File: src/rtl/amo_reservation_unit.sv
// rtl/amo_reservation_unit.sv - LR/SC reservation holder and combinational AMO ALU shared by memory sub-units.
module amo_reservation_unit #(
    parameter int NUM_PORTS  = 2,
    parameter int LR_TIMEOUT = 64,
    parameter int TIMER_W    = 8
) (
    input  logic                     clk,
    input  logic                     rst,
    input  logic [NUM_PORTS-1:0]     set_reservation,
    input  logic [NUM_PORTS-1:0]     clear_reservation,
    input  logic [32*NUM_PORTS-1:0]  reservation,
    input  logic [NUM_PORTS-1:0]     rmw_valid,
    input  logic [5*NUM_PORTS-1:0]   op,
    input  logic [32*NUM_PORTS-1:0]  rs1,
    input  logic [32*NUM_PORTS-1:0]  rs2,
    input  logic                     snoop_valid,
    input  logic [31:0]              snoop_addr,
    output logic [NUM_PORTS-1:0]     reservation_valid,
    output logic [32*NUM_PORTS-1:0]  rd,
    output logic                     res_held,
    output logic [29:0]              res_addr
);

    localparam logic               TIMEOUT_EN = (LR_TIMEOUT != 0);
    localparam logic [TIMER_W-1:0] TIMER_LAST = (LR_TIMEOUT == 0) ? '0 : TIMER_W'(LR_TIMEOUT - 1);

    logic               res_v;
    logic [29:0]        res_a;
    logic [TIMER_W-1:0] timer;

    logic               next_v;
    logic [29:0]        next_a;
    logic [TIMER_W-1:0] next_timer;

    logic               set_any;
    logic               clear_any;
    logic               snoop_hit;
    logic               timed_out;
    logic [29:0]        set_addr;
    logic [1:0]         unused_snoop_low;

    assign set_any          = |set_reservation;
    assign clear_any        = |clear_reservation;
    assign snoop_hit        = snoop_valid && res_v && (snoop_addr[31:2] == res_a);
    assign timed_out        = TIMEOUT_EN && res_v && (timer == TIMER_LAST);
    assign unused_snoop_low = snoop_addr[1:0];

    // Scan from the top so the lowest-numbered requesting port has the final say.
    always_comb begin
        set_addr = '0;
        for (int p = NUM_PORTS - 1; p >= 0; p--) begin
            if (set_reservation[p]) begin
                set_addr = reservation[32*p+2 +: 30];
            end
        end
    end

    always_comb begin
        next_v     = res_v;
        next_a     = res_a;
        next_timer = timer;
        if (set_any) begin
            next_v     = 1'b1;
            next_a     = set_addr;
            next_timer = '0;
        end else if (clear_any) begin
            next_v = 1'b0;
        end else if (snoop_hit) begin
            next_v = 1'b0;
        end else if (timed_out) begin
            next_v = 1'b0;
        end else if (res_v && (timer != '1)) begin
            next_timer = timer + 1'b1;
        end
    end

    always_ff @(posedge clk) begin
        if (rst) begin
            res_v <= 1'b0;
            res_a <= '0;
            timer <= '0;
        end else begin
            res_v <= next_v;
            res_a <= next_a;
            timer <= next_timer;
        end
    end

    assign res_held = res_v;
    assign res_addr = res_a;

    // Min/max share one 33-bit subtract; op[3] selects unsigned (zero-extend) vs signed.
    function automatic logic [31:0] amo_alu(input logic [4:0] f, input logic [31:0] a, input logic [31:0] b);
        logic        ext;
        logic [32:0] diff;
        logic        lt;
        ext  = ~f[3];
        diff = {ext & a[31], a} - {ext & b[31], b};
        lt   = diff[32];
        case (f)
            5'b00000: amo_alu = a + b;
            5'b00001: amo_alu = b;
            5'b00100: amo_alu = a ^ b;
            5'b01100: amo_alu = a & b;
            5'b01000: amo_alu = a | b;
            5'b10000: amo_alu = lt ? a : b;
            5'b10100: amo_alu = lt ? b : a;
            5'b11000: amo_alu = lt ? a : b;
            5'b11100: amo_alu = lt ? b : a;
            default:  amo_alu = a;
        endcase
    endfunction

    for (genvar p = 0; p < NUM_PORTS; p++) begin : g_port
        logic [1:0] unused_res_low;
        assign unused_res_low       = reservation[32*p +: 2];
        assign reservation_valid[p] = res_v && (res_a == reservation[32*p+2 +: 30]);
        assign rd[32*p +: 32]       = rmw_valid[p] ? amo_alu(op[5*p +: 5], rs1[32*p +: 32], rs2[32*p +: 32])
                                                   : rs1[32*p +: 32];
    end

endmodule

File: config.mk
export PLATFORM = sky130hd
export DESIGN_NAME = amo_reservation_unit
export DESIGN_NICKNAME = d
export VERILOG_FILES = /design/src/rtl/amo_reservation_unit.sv
export SDC_FILE = /design/constraint.sdc
export NUM_CORES = 1
export LEC_CHECK = 0
export CORE_UTILIZATION = 50
export CTS_CLUSTER_DIAMETER = 30
export DETAILED_ROUTE_END_ITERATION = 12
export GPL_TIMING_DRIVEN = 0
export PLACE_DENSITY = 0.84
export SYNTH_ARGS = -nofsm -noshare
export SYNTH_HDL_FRONTEND = slang
export SYNTH_SLANG_ARGS = --single-unit
File: constraint.sdc
create_clock -name clk -period 4.3 [get_ports clk]
set_input_delay 0.43 -clock clk [delete_from_list [all_inputs] [get_ports clk]]
set_output_delay 0.43 -clock clk [all_outputs]
set_load 0.01 [all_outputs]
==> results of run 1 <==
-- sequential cells by signal (all words and copies together) (netlist names) --
register / cells
res_addr: 30
timer: 8
res_held: 1
-- layout by cell type, fill, tap and decap left out, types with 22 or more instances in the layout --
master,instances
inv_1,157
ha_4,29
o21bai_1,23
a21o_1,23
buf_4,34
a222oi_1,24
a22o_1,22
o21ai_0,85
a21oi_1,147
dlymetal6s2s_1,32
nand3_1,24
nor2_1,147
mux2i_1,37
xor2_1,58
nand4_1,26
nor3_1,32
clkbuf_1,47
dfxtp_1,39
clkdlybuf4s50_1,200
xnor2_1,89
nand2_1,134
clkbuf_2,25
o21ai_1,53
ha_1,145
dlygate4sd2_1,52
-- worst max-delay path: cells and delay by family --
kind | cells | cell delay [ps]
xor+xnor | 1 | 250
mux | 1 | 230
compound gates | 4 | 600
fa+ha+maj | 1 | 340
simple gates | 4 | 600
buf+inv | 5 | 1370
-- layout make-up --
cell class	count	area [um2]
clock buffers	6	128.9
flip-flops and latches	39	780.7
clock inverters	2	12.51
repair buffers	363	3433
inverters	164	615.6
well taps	285	356.6
plain buffers	72	366.6
multi-input cells	1379	10920
fillers	1835	6081
diodes	6	15.01
-- worst max path at each step --
stage                        from  endpoint  slack [ps]  cells after the start
after floorplan           rs1[53]    rd[49]         800                     13
final                     rs1[49]    rd[59]          10                     16
after detailed placement  rs1[39]    rd[46]        -960                     16
after global routing      rs1[56]    rd[54]         -40                     14
after global placement    rs1[31]     rd[1]        -900                     13
after CTS                 rs2[52]    rd[47]           1                     15
-- synth_stat cells (26+ instances only) --
| library cell | n | share of area, % |
|---|---|---|
| a21oi_1 | 158 | 6.8 |
| xnor2_1 | 90 | 6.8 |
| xor2_1 | 58 | 4.4 |
| inv_1 | 164 | 5.3 |
| nand4_1 | 26 | 1.4 |
| o21ai_1 | 50 | 2.2 |
| mux2i_1 | 37 | 3.2 |
| nand2_1 | 137 | 4.4 |
| ha_1 | 193 | 21 |
| nor2_1 | 151 | 4.9 |
| dfxtp_1 | 39 | 6.7 |
| clkbuf_1 | 70 | 2.3 |
| o21ai_0 | 92 | 4.0 |
| nor3_1 | 35 | 1.5 |
-- metal layers --
layer,wire [um],vias up,track usage (%)
li1,-,6636,-
met1,18890,6840,47.05
met2,22490,868,64.47
met3,5243,175,8.294
met4,2278,4,18.53
met5,27,-,0
-- timing repair --
action	CTS	global route
pin swaps	37	38
cloned	0	0
setup endpoints to repair	64	64
buffers inserted	23	10
gates resized for setup	258	185
-- kinds of logic after synthesis --
family | after synthesis | synth area share [%]
xor+xnor | 149 | 11.28
compound gates | 527 | 30.04
mux | 41 | 3.570
fa+ha+maj | 195 | 21.10
simple gates | 467 | 18.84
buf+inv | 256 | 8.463
flops | 39 | 6.710
-- power groups by stage --
stage,Clock (mW),Sequential (mW),Combinational [mW]
detailed placement,0,0.430,1.59
CTS,0.371,0.422,1.71
global placement,0,0.430,1.57
global route,0.386,0.425,1.95
finish,0.375,0.423,1.82
floorplan,0,0.426,0.907
-- through the flow --
step	setup TNS (ps)	cell area, um2	cells	setup WS [ps]	utilization [%]
6_report	0	16630	2316	14.35	73.22
5_1_grt	-186.4	16620	2311	-42.87	73.17
4_1_cts	0	16230	2304	0.9570	71.45
3_5_place_dp	-49670	15290	2289	-961.4	67.35
3_3_place_gp	-46480	15290	2289	-900.9	67.35
2_1_floorplan	0	11630	1674	800.3	-
==> results.md, run 1 <==
- The share of async-settable or async-resettable flops after synthesis is 0%.
- The number of nets in the synthesized netlist is 2,112.
- The width of the die is between 150 and 200 um.
- In the synthesized netlist the dominant register cell turns out to be dfxtp_1.
- The timing-limited maximum frequency is about 230 MHz.
- The final max-slew violation count is 0.
- After the last flow step, the layout net total stands at 2,462.
- The TritonCTS clock tree is yes.
- The total routing usage reported by global routing is 38.62%.
- At the pin with the least slew margin, the transition time is 1281 ps.
- Setup violations remaining at the end of the flow were counted as 0.
- Clock latency on the worst-skew pair, taken at its later pin, is 290 ps.
- In the finished design, the share of the clock period the worst path needs comes to 99.67%.
- The analysis attributes to net switching a power of around 1.2 mW.
- The CTS H-tree depth is 2.
- Of the total power, the share spent switching nets is 45.54%.
- STA classifies the critical path startpoint as a primary input.
- The signal on the critical path passes through clkdlybuf4s50_1 > inv_1 > ha_4 > nor2b_1 > o21ai_1 > a21oi_2 > nor3_2 > a31oi_4 > buf_4 > nor2_4 > xor2_4 > buf_4 > mux2i_1 > nor2_1 > a2bb2oi_2 > dlygate4sd2_1.
- Along the worst path, the maximum fanout reaches 9.
- On the worst path, the slowest cell contributes a delay of approximately 600 ps.
- The number of global-route vias before repair is 13,790.
- At the worst endpoint, the arrival time is 3860 ps.
- Along the worst hold path, the cell count comes to 2.
- In this run the deepest clock path goes through 2 buffers.
- In this run the tightest slew margin relative to its limit is 13.69%.
- The startpoint identified for the worst register-to-register timing path is res_addr[17].
- During synthesis, Yosys emitted a total of 0 warnings.
- Relative to the synthesized area, the layout overhead comes to 42.92%.
- The register-to-register setup slack is 1590 ps.
- The number of different library cells in the post-synthesis netlist is 83.
- The sequential fraction of design power is 16.1%.
- The post-synthesis register bit count is 39.
- CTS saw 39 sinks.
- The cell area that synthesis handed to floorplanning was roughly 12,000 um2.
- The worst hold slack after final layout is ~520 ps.
- Counting flops with a built-in enable in the synthesized netlist gives 0.
- The slowest stage of the critical path is the clkdlybuf4s50_1 cell.
- Entering global routing, the biggest net connects 13 pins.
- At the end of routability-driven placement, the weighted congestion stood at 1.012.
- The total power density per cell area is ~160 nW/um2.
- The root buffer cell chosen for the clock tree is clkbuf_16.
- From bottom edge to top edge, the die measures approximately 150 um.
- The remaining global-route overflow is 0.
- The floorplan step defined a die boundary enclosing 23,880 um2.
- The fraction of final layout cells with drive strength greater than 1 is 12.59%.
- The first-pass GRT wire length is 73,420 um.
- During I/O placement, the number of pins put on the boundary was 340.
- The via density per instance is 6.271.
- The routed wire length per instance is 21.12 um.
- Summed over all cells, the static leakage comes to 7.370 nW.
- The overall power of the completed layout is 2.623 mW.
- After floorplanning, the core was divided into 55 placement rows.
- The endpoint of the worst hold path is timer[5].
- The count of hold-fix buffers inserted at cts is 0.
- Buffers inserted during clock tree synthesis total 5.
- The initial antenna violation count is 5.
- The worst-case IR drop observed on VDD is 0.2075 mV.
- The run finished with clean final reports.
- The endpoint identified for the worst register-to-register timing path is timer[7].
- Before antenna repair, the detailed router went through 12 iterations.
- The post-layout minimum cycle time is 4286 ps.
- The detailed router placed 14,520 vias in this run.
- For this configuration, the core starts out at a cell density of 51.23%.
- The path class of the tightest hold or removal check is flip-flop to flip-flop.
- Clock-pin slew was measured on the worst setup and hold paths at 60 ps.
- The final routed wirelength across all metal layers is 48,920 um.
- In this run the most critical hold path is launched from timer[5].
- Synthesis handed over a netlist of between 1,500 and 2,000 instances.
- Counting stages on the worst path, the most repeated cell is buf_4.
- The design internal power is approximately 1.4 mW.
- The count of maximum capacitance violations is 0.
- For this run, design rule violations remaining after detail routing come to 0.
- The share of the Yosys chip area taken by registers is between 6 and 7%.
- The post-detailed-placement half-perimeter wirelength is between 30,000 and 40,000 um.
- The critical path is of the primary input to output port type.
- The required time at the worst-slack endpoint is slightly below 4000 ps.
- The final-report hold violation count is 0.
- Per report_power, the clock group accounts for between 10% and 20% of the total.
- The sort of element at the end of the critical path is an output port.
- The count of buffers added on input and output ports is 330.
- The proportion of power drawn by combinational gates is between 60% and 70%.
- The mean post-synth cell area is 6.950 um2.
- The number of DRC violations after detailed-routing iteration 0 is 1,322.
- The remaining number of nets flagged by the antenna check after routing is 0.
- For the worst flop-to-flop path, the logic depth is 10.
- Between clock sinks in the finished design, the worst skew comes to 8.416 ps.
- After floorplanning, the core was sized to cover about 23,000 um2.
Power figures use the tool's default switching activity.
==> run 2, diff against run 1 <==
--- a/config.mk
+++ b/config.mk
@@ -5,11 +5,11 @@
 export SDC_FILE = /design/constraint.sdc
 export NUM_CORES = 1
 export LEC_CHECK = 0
-export CORE_UTILIZATION = 50
+export CORE_UTILIZATION = 35
 export CTS_CLUSTER_DIAMETER = 30
 export DETAILED_ROUTE_END_ITERATION = 12
 export GPL_TIMING_DRIVEN = 0
-export PLACE_DENSITY = 0.84
+export SKIP_CTS_REPAIR_TIMING = 1
 export SYNTH_ARGS = -nofsm -noshare
 export SYNTH_HDL_FRONTEND = slang
 export SYNTH_SLANG_ARGS = --single-unit
==> results.md, run 2 (synthesized netlist as in run 1, its figures left out) <==
- The clock latency on the worst-skew pair is 290 ps.
- The most common library cell in the layout ignoring fill and taps is clkdlybuf4s50_1.
- Setup violations remaining at the end of the flow were counted as 0.
- The root cell of the clock tree is clkbuf_16.
- Of the total power, the clock network draws 14.3%.
- The count of maximum capacitance violations is 0.
- The number of global-route vias before repair was approximately 13,000.
- The relative max-transition margin is 9.137%.
- The maximum VDD drop is 0.1848 mV.
- The final setup skew is between 6 and 7 ps.
- The final max-slew violation count was 0.
- The register with the most flip-flops in the layout has 30 of them.
- For this run, global-route usage on met3 was measured as under 10%.
- The critical path is of the primary input to output port type.
- The initial antenna violation count came to 1.
- The area growth from synthesis to layout is 46.49%.
- After global routing, the most crowded layer is met2.
- The worst path in the final design needs a cycle of 4268 ps, including I/O delays and setup.
- The leakage power figure is 8.005 nW.
- The TritonCTS clock tree is yes.
- The design internal power is approximately 1.4 mW.
- The maximum root-to-sink buffer count is 2.
- The count of input and output buffers is between 300 and 400.
- The number of DRC violations after detailed-routing iteration 0 is 1,147.
- The first global-routing pass estimated 72,290 um of wire.
- The final setup TNS is 0 ps.
- The clock-pin slew of the registers on the worst-case setup and hold paths is approximately 60 ps.
- The floorplan step set the die height to 184.3 um.
- The worst hold path belongs to the class flip-flop to flip-flop.
- The startpoint class of the critical path is a primary input.
- Row generation in the floorplan step produced 66 rows.
- The analysis attributes to net switching a power of 1.170 mW.
- The met2 layer usage reported by global route is 44.82%.
- Power comes to 2.608 mW.
- The DRC violation count after routing is 0.
- The maximum number of pins on one net before global-route repair is 13.
- The library cells used most frequently in the layout, excluding fill and tap cells, are clkdlybuf4s50_1 (204), inv_1 (163), ha_1 (147).
- The sequential fraction of design power is 16.2%.
- Detailed placement ended at an HPWL of 38,240 um.
- For the pin with the worst max-slew slack, the measured transition is 1349 ps.
- The flow ran to the end, and the final reports show no timing, DRC or antenna violations.
- The final-report hold violation count is 0.
- Using the TritonRoute via totals, the vias-per-cell ratio works out to 5.672.
- The via total after detailed routing is 13,960.
- Counting every sink on the clock net gives 39.
- The number of buffers added by the clock tree synthesis step is 5.
- The total power density per cell area is 153.0 nW/um2.
- The timing-limited maximum frequency is 234.3 MHz.
- After floorplanning, the core was sized to cover around 33,000 um2.
- The floorplan step defined a die boundary enclosing roughly 34,000 um2.
- The share of total power dissipated in combinational logic is a little over two thirds.
- The effective utilization at floorplan is 35.67%.
- The detail route stage leaves a number of antenna-violating nets equal to 0.
- The global placement routability congestion is 0.9697.
- Global routing used 27.07% of the available tracks.
- The final routed wirelength across all metal layers is 49,060 um.
- STA classifies the critical path endpoint as an output port.
- The CTS H-tree depth is 2.
- The worst endpoint data arrival time is 3840 ps.
- The met1 track utilization from global routing is a little over a third.
- The width of the die is about 180 um.
- Of the cells placed in the final design, the portion with a size suffix greater than 1 is ~11%.
- The portion of the clock cycle consumed by the worst path in the final layout is between 90% and 100%.
- Cells fill between 50% and 60% of the core in the end.
- The routed wire length per instance is 19.93 um.
- In this run the worst path has a maximum fanout of 6.
- Global routing finished with a remaining overflow of 0.
- In the final design database the tool counted 2,456 nets.
- After filler insertion, the fill cell instance count of the layout stands at around 3,200.
- The I/O pin count is 340.
- The required time at the worst-slack endpoint is about 3900 ps.
- The first TritonRoute pass finished after 6 iterations.
- The switching power as a share of total power is 44.87%.
==> run 2: cell types whose count changed in the layout (fill, tap and decap cells not counted), sizes merged <==
cell,delta
dlymetal6s2s,+79
clkbuf,-8
buf,-15
clkdlybuf4s15,-14
diode,-5
dlygate4sd2,-52
clkdlybuf4s50,+4
==> run 2: worst max-delay path, cell delays in order <==
cell and delay, ps:
clkdlybuf4s50_1 560, inv_1 120, ha_4 310, inv_1 50, a21o_1 190, a21oi_2 190
and3_4 220, a311oi_4 100, a2111oi_4 270, buf_4 200, o21bai_4 120, buf_4 160
buf_6 130, a222oi_1 490, o21ai_1 90, dlymetal6s2s_1 190
==> run 2: stage by stage <==
stage                     hold slack [ps]  instances  cell area [um2]  setup WS (ps)
after floorplan                     472.2       1674            11630          800.3
after global placement              486.4       2446            15490          -1092
after detailed placement            510.3       2446            15490          -1185
after CTS                           523.6       2454            15630          -1197
after global routing                569.9       2461            17040         -29.26
final                               511.9       2462            17040          32.16
==> run 2: per-layer routing <==
| layer | part of all wire, % | vias up | wire (um) |
|---|---|---|---|
| li1 | - | 6620 | - |
| met1 | 43 | 6647 | 21220 |
| met2 | 46 | 615 | 22580 |
| met3 | 8.0 | 82 | 3920 |
| met4 | 2.7 | 0 | 1340 |
| met5 | 0 | - | 0 |
==> run 2: power by group through the flow <==
stage	combinational (mW)	sequential (mW)	clock, mW
after floorplan	0.907	0.426	0
after global placement	1.60	0.429	0
after detailed placement	1.61	0.429	0
after CTS	1.62	0.421	0.380
after global routing	1.96	0.425	0.391
final	1.81	0.421	0.373
==> run 2: worst paths after layout <==
kind / from / endpoint / slack, ps / cells after the start
setup / recovery: rs2[17] / rd[8] / 30 / 16
hold / removal: timer[5] / timer[5] / 510 / 2
hold reg to reg: timer[5] / timer[5] / 510 / 2
setup reg to reg: res_addr[17] / timer[5] / 1280 / 10
==> run 2: layout make-up <==
| class | count | area, um2 | area share [%] |
|---|---|---|---|
| multi-input cells | 1379 | 10840 | 63.60 |
| repair buffers | 358 | 3736 | 21.92 |
| flip-flops and latches | 39 | 780.7 | 4.581 |
| inverters | 164 | 615.6 | 3.612 |
| well taps | 442 | 553.0 | 3.245 |
| plain buffers | 71 | 375.4 | 2.202 |
| clock buffers | 6 | 128.9 | 0.7561 |
| clock inverters | 2 | 12.51 | 0.07341 |
| diodes | 1 | 2.502 | 0.01468 |
